**config.mk**
```make
export PLATFORM = sky130hd
export DESIGN_NAME = instr_fetch
export DESIGN_NICKNAME = d
export VERILOG_FILES = /design/src/rtl/instr_fetch_pkg.sv /design/src/rtl/instr_field_split.sv /design/src/rtl/instr_fetch.sv
export SDC_FILE = /design/constraint.sdc
export NUM_CORES = 1
export LEC_CHECK = 0
export CORE_MARGIN = 5
export CORE_UTILIZATION = 30
export DETAILED_ROUTE_END_ITERATION = 10
export GPL_ROUTABILITY_DRIVEN = 0
export GPL_TIMING_DRIVEN = 0
export SLEW_MARGIN = 20
export SYNTH_ARGS = -nofsm -noshare
export SYNTH_HDL_FRONTEND = slang
export SYNTH_HIERARCHICAL = 1
export SYNTH_SLANG_ARGS = --single-unit
```
**constraint.sdc**
```tcl
create_clock -name clk -period 5.3 [get_ports clk]
set_clock_uncertainty 0.05 [all_clocks]
set_input_delay 0.53 -clock clk [delete_from_list [all_inputs] [get_ports clk]]
set_output_delay 0.53 -clock clk [all_outputs]
set_load 0.03 [all_outputs]
```
**src/rtl/instr_fetch_pkg.sv**
```systemverilog
// instr_fetch_pkg: shared FSM states, instruction field positions and NOP word.
package instr_fetch_pkg;
    typedef enum logic [1:0] {IDLE, REQ, HOLD, ERR} state_t;
    localparam logic [31:0] NOP = 32'h0000_0000;
    localparam int OP_HI = 31, OP_LO = 26;
    localparam int RS_HI = 25, RS_LO = 21;
    localparam int RT_HI = 20, RT_LO = 16;
    localparam int RD_HI = 15, RD_LO = 11;
    localparam int SH_HI = 10, SH_LO = 6;
    localparam int FN_HI = 5, FN_LO = 0;
    localparam int IMM_HI = 15, IMM_LO = 0;
    localparam int JA_HI = 25, JA_LO = 0;
endpackage

```
**src/rtl/instr_field_split.sv**
```systemverilog
// instr_field_split: combinational split of an instruction word into its fields.
module instr_field_split
    import instr_fetch_pkg::*;
(
    input  logic [31:0] word,
    output logic [5:0]  opcode,
    output logic [4:0]  rs,
    output logic [4:0]  rt,
    output logic [4:0]  rd,
    output logic [4:0]  shamt,
    output logic [5:0]  funct,
    output logic [15:0] imm16,
    output logic [25:0] jaddr
);
    assign opcode = word[OP_HI:OP_LO];
    assign rs     = word[RS_HI:RS_LO];
    assign rt     = word[RT_HI:RT_LO];
    assign rd     = word[RD_HI:RD_LO];
    assign shamt  = word[SH_HI:SH_LO];
    assign funct  = word[FN_HI:FN_LO];
    assign imm16  = word[IMM_HI:IMM_LO];
    assign jaddr  = word[JA_HI:JA_LO];
endmodule

```
**src/rtl/instr_fetch.sv**
```systemverilog
// instr_fetch: fetch FSM with PC, branch redirect and decoded-field output.
// Define INSTR_FETCH_TIMEOUT_EN to enable the imem_ack timeout and sticky fetch_err.
module instr_fetch
    import instr_fetch_pkg::*;
#(
    parameter logic [31:0] RESET_PC       = 32'h0000_0000,
    parameter int          TIMEOUT_CYCLES = 16
) (
    input  logic        clk,
    input  logic        rst,
    output logic        imem_req,
    output logic [31:0] imem_addr,
    input  logic        imem_ack,
    input  logic [31:0] imem_rdata,
    input  logic        br_taken,
    input  logic [31:0] br_target,
    output logic        out_valid,
    input  logic        out_ready,
    output logic [31:0] pc_out,
    output logic [5:0]  opcode,
    output logic [4:0]  rs,
    output logic [4:0]  rt,
    output logic [4:0]  rd,
    output logic [4:0]  shamt,
    output logic [5:0]  funct,
    output logic [15:0] imm16,
    output logic [25:0] jaddr,
    output logic        fetch_err
);
    state_t      state, state_n;
    logic [31:0] pc, pc_n, ptgt, ptgt_n, iw, iw_n, pco, pco_n, tgt;
    logic        pend, pend_n, timeout, unused_ok;

    assign tgt       = {br_target[31:2], 2'b00};
    assign imem_req  = state == REQ;
    assign imem_addr = pc;
    assign out_valid = state == HOLD;
    assign pc_out    = pco;

`ifdef INSTR_FETCH_TIMEOUT_EN
    logic [31:0] cnt, cnt_n;
    assign cnt_n     = (state == REQ && !imem_ack) ? cnt + 32'd1 : 32'd0;
    assign timeout   = state == REQ && !imem_ack && cnt_n == 32'(TIMEOUT_CYCLES);
    assign fetch_err = state == ERR;
    assign unused_ok = ^br_target[1:0];
    always_ff @(posedge clk or posedge rst) begin
        if (rst) cnt <= 32'd0;
        else     cnt <= cnt_n;
    end
`else
    assign timeout   = 1'b0;
    assign fetch_err = 1'b0;
    assign unused_ok = ^{br_target[1:0], TIMEOUT_CYCLES == 0};
`endif

    always_comb begin
        state_n = state;
        pc_n    = pc;
        ptgt_n  = ptgt;
        pend_n  = pend;
        iw_n    = iw;
        pco_n   = pco;
        case (state)
            IDLE: begin
                state_n = REQ;
                pc_n    = br_taken ? tgt : pc;
            end
            REQ: begin
                if (imem_ack) begin
                    // a redirect seen during this request (or with the ack) discards the word
                    if (pend || br_taken) begin
                        pc_n   = br_taken ? tgt : ptgt;
                        pend_n = 1'b0;
                    end else begin
                        iw_n    = imem_rdata;
                        pco_n   = pc;
                        pc_n    = pc + 32'd4;
                        state_n = HOLD;
                    end
                end else begin
                    pend_n  = pend | br_taken;
                    ptgt_n  = br_taken ? tgt : ptgt;
                    state_n = timeout ? ERR : REQ;
                end
            end
            HOLD: begin
                pc_n    = br_taken ? tgt : pc;
                state_n = (br_taken || out_ready) ? REQ : HOLD;
            end
            default: state_n = state;
        endcase
    end

    always_ff @(posedge clk or posedge rst) begin
        if (rst) begin
            state <= IDLE;
            pc    <= RESET_PC;
            ptgt  <= 32'd0;
            pend  <= 1'b0;
            iw    <= NOP;
            pco   <= 32'd0;
        end else begin
            state <= state_n;
            pc    <= pc_n;
            ptgt  <= ptgt_n;
            pend  <= pend_n;
            iw    <= iw_n;
            pco   <= pco_n;
        end
    end

    instr_field_split u_split (
        .word   (iw),
        .opcode (opcode),
        .rs     (rs),
        .rt     (rt),
        .rd     (rd),
        .shamt  (shamt),
        .funct  (funct),
        .imm16  (imm16),
        .jaddr  (jaddr)
    );
endmodule

```
==> flow_metrics.env <==
export IMPL_outcome="finished, final reports clean"
export IMPL_cts_made_buffers=17
export IMPL_ys_warnings_count=6
export IMPL_finalMaxSlewViolations=0
export IMPL_rsz0062_at_grt="no"
export IMPL_hp_class="register to register"
export IMPL_synth_top_family_by_area="multiplexers"
export IMPL_overflow=0
export IMPL_multi_input_comb_area_um2=2710
export IMPL_diodes=0
export IMPL_worst_r2r_endpoint="imem_addr[5]$_DFFE_PP0P_"
export IMPL_critPathTopFamily="buffers and inverters"
export IMPL_hold_depth=1
export IMPL_cts_tree="built"
export IMPL_grt_max_degree=77
export IMPL_nNetsFinal=924
export IMPL_cellLeakagePower_uw=0.00411
export IMPL_drtIter0Drc=332
export IMPL_initial_core_util_pct=30.6
export IMPL_critPathRequiredTime_ps=5550
export IMPL_grt_total_usage_pct=15.9
export IMPL_dr_pass1_iters=5
export IMPL_vdd_drop_max_mv=0.269
export IMPL_hp_start="ptgt[0]$_DFFE_PP0P_"
export IMPL_ys_seq_area_share_pct=48.8
export IMPL_regToRegStartpoint="state[0]$_DFFE_PP0P_"
export IMPL_post_route_min_period_ps=2700
export IMPL_routed_wl_um=20000
export IMPL_insertion_delay_ps=420
export IMPL_synth_xor_area_share_pct=0.391
export IMPL_clkTransAtPathRegs_ps=60
export IMPL_crit_path_cell_trace="clkdlybuf4s50_1 -> or2_2 -> clkbuf_1 -> nor2_2 -> buf_2 -> mux2_2"
export IMPL_rows=54
export IMPL_synth_edf_count=0
export IMPL_antenna_found_initial=0
export IMPL_core_um2=22000
export IMPL_ff2ff_path_depth=8
export IMPL_final_cell_mix="clkdlybuf4s50_1 (206), dfrtp_1 (131), mux2_2 (94)"
export IMPL_viasPerCell=4.88
export IMPL_ctsLongestPathBuffers=2
export IMPL_synth_mux_area_share_pct=15.9
export IMPL_n_fill_cell=2087
export IMPL_drc_errors=0
export IMPL_path_class="input pin to register"
export IMPL_max_slew_worst_pin_slew_ps=897
export IMPL_synth_top_flop_cell="dfrtp_1"
export IMPL_worst_path_buf_inv=3
export IMPL_syn2layout_area_growth_pct=45.1
export IMPL_root_buffer="clkbuf_16"
export IMPL_synth_compound_area_share_pct=9.90
export IMPL_synthCells=623
export IMPL_die_area_um2=25500
export IMPL_synth_nets=698
export IMPL_min_period_over_period_pct=51.0
export IMPL_cts_resized=0
export IMPL_synth_ff_latch_count=131
export IMPL_cp_start_kind="input pin"
export IMPL_grt_pass1_vias=5549
export IMPL_io_pins=210
export IMPL_synth_area_leaders="dfrtp_1 (49%), mux2_2 (16%), buf_4 (8.5%)"
export IMPL_dieWidth_um=160
export IMPL_regArea_um2=3280
export IMPL_htree_levels=4
export IMPL_yosys_area_top_type="dfrtp_1"
export IMPL_mostFrequentLayoutCell="clkdlybuf4s50_1"
export IMPL_post_cts_buffers=0
export IMPL_power_density_nw_per_um2=707
export IMPL_wire_per_inst_um=17.5
export IMPL_cp_startpoint="br_taken"
export IMPL_synthAdderAreaFrac_pct=1.12
export IMPL_setup_tns_ps=0
export IMPL_vias=5574
export IMPL_yosysTopAreaCellShare_pct=48.8
export IMPL_max_freq_ghz=0.370
export IMPL_syn_area_um2=6720
export IMPL_cap_violations=0
export IMPL_synthArstFlopShare_pct=100
export IMPL_hpwl_um=14900
export IMPL_fp_dieH_um=160
export IMPL_ant_nets=0
export IMPL_crit_fanout=10
export IMPL_timing_reg2reg_setup_slack_ps=2620
export IMPL_clock_sinks=131
export IMPL_critical_path_slowest_cell="nor2_2"
export IMPL_port_buffers=206
export IMPL_drive_above_1_share_pct=25.9
export IMPL_end_kind="register"
export IMPL_slew_headroom_pct=38.6
export IMPL_hold_end="ptgt[0]$_DFFE_PP0P_"
export IMPL_grt_pass1_wl_um=32200
export IMPL_avgSynthCellArea_um2=10.8
export IMPL_yosysUniqueCellTypes=50
export IMPL_yosys_area_share_simple_pct=13.0
export IMPL_slowest_delay_ps=670
export IMPL_whs_ps=441
export IMPL_cts_hold_buf=0
export IMPL_finalHoldViolCount=0
export IMPL_critPathArrivalTime_ps=2950
export IMPL_setup_viol=0
area by class of cell:
class	count	share of cell area, %
Inverter	7	0.346
Buffer	108	7.22
Clock inverter	15	1.63
Clock buffer	17	4.36
Multi-Input combinational cell	377	27.8
Sequential cell	131	33.6
Tap cell	280	3.59
Timing Repair Buffer	207	21.4
worst max path at each step:
| stage | end | slack [ps] | cells after the start |
|---|---|---|---|
| global route | imem_addr[5]$_DFFE_PP0P_ | 2430 | 8 |
| detailed placement | pc_out[9]$_DFFE_PP0P_ | 2170 | 6 |
| CTS | imem_addr[5]$_DFFE_PP0P_ | 2620 | 8 |
| floorplan | imem_addr[0]$_DFFE_PP0P_ | 1220 | 1 |
| global placement | pc_out[3]$_DFFE_PP0P_ | -1010 | 2 |
| finish | pc_out[9]$_DFFE_PP0P_ | 2600 | 6 |
logic make-up after synthesis:
family / Yosys count
buffers and inverters: 115
flip-flops: 131
multiplexers: 95
other: 1
adder cells (fa/ha/maj): 6
XOR/XNOR: 3
AND/OR/NAND/NOR: 164
AO/OA/AOI/OAI: 108
registers in the layout, summed over array words and instances (netlist names):
register / count
imem_addr: 32
iw: 32
pc_out: 32
pend: 1
ptgt: 32
state: 2
synth_stat cells, types with 11 or more instances:
master	count
nand3_1	29
nor2_1	30
nor3_1	11
a21oi_1	21
clkbuf_1	17
o21ai_0	42
nand2_1	38
mux2_2	94
buf_4	76
nand4_1	11
and3_1	14
buf_2	11
dfrtp_1	131
where the power goes:
group,internal (µW),switching [µW]
sequential,1480,438
clock,696,469
combinational,1780,2030
per-stage QoR:
stage / setup slack [ps] / area (µm²) / util (%) / instances / total power [µW]
after global routing: 2430 / 9750 / 44.4 / 1142 / 7300
after floorplan: 1220 / 6720 / - / 623 / 4270
after CTS: 2620 / 9750 / 44.4 / 1142 / 6970
after detailed placement: 2170 / 9170 / 41.8 / 1110 / 5780
final: 2600 / 9750 / 44.4 / 1142 / 6890
after global placement: -1010 / 9130 / 41.6 / 1109 / 5740
per-layer routing:
layer / wire (µm) / global-route usage (%) / vias to the layer above / share of wire, %
li1: - / - / 2631 / -
met1: 9450 / 21.6 / 2690 / 47
met2: 9020 / 25.0 / 228 / 45
met3: 1230 / 4.20 / 25 / 6.1
met4: 330 / 4.69 / 0 / 1.6
met5: 0 / 0 / - / 0
No activity file was read; power rests on OpenSTA's default activity.
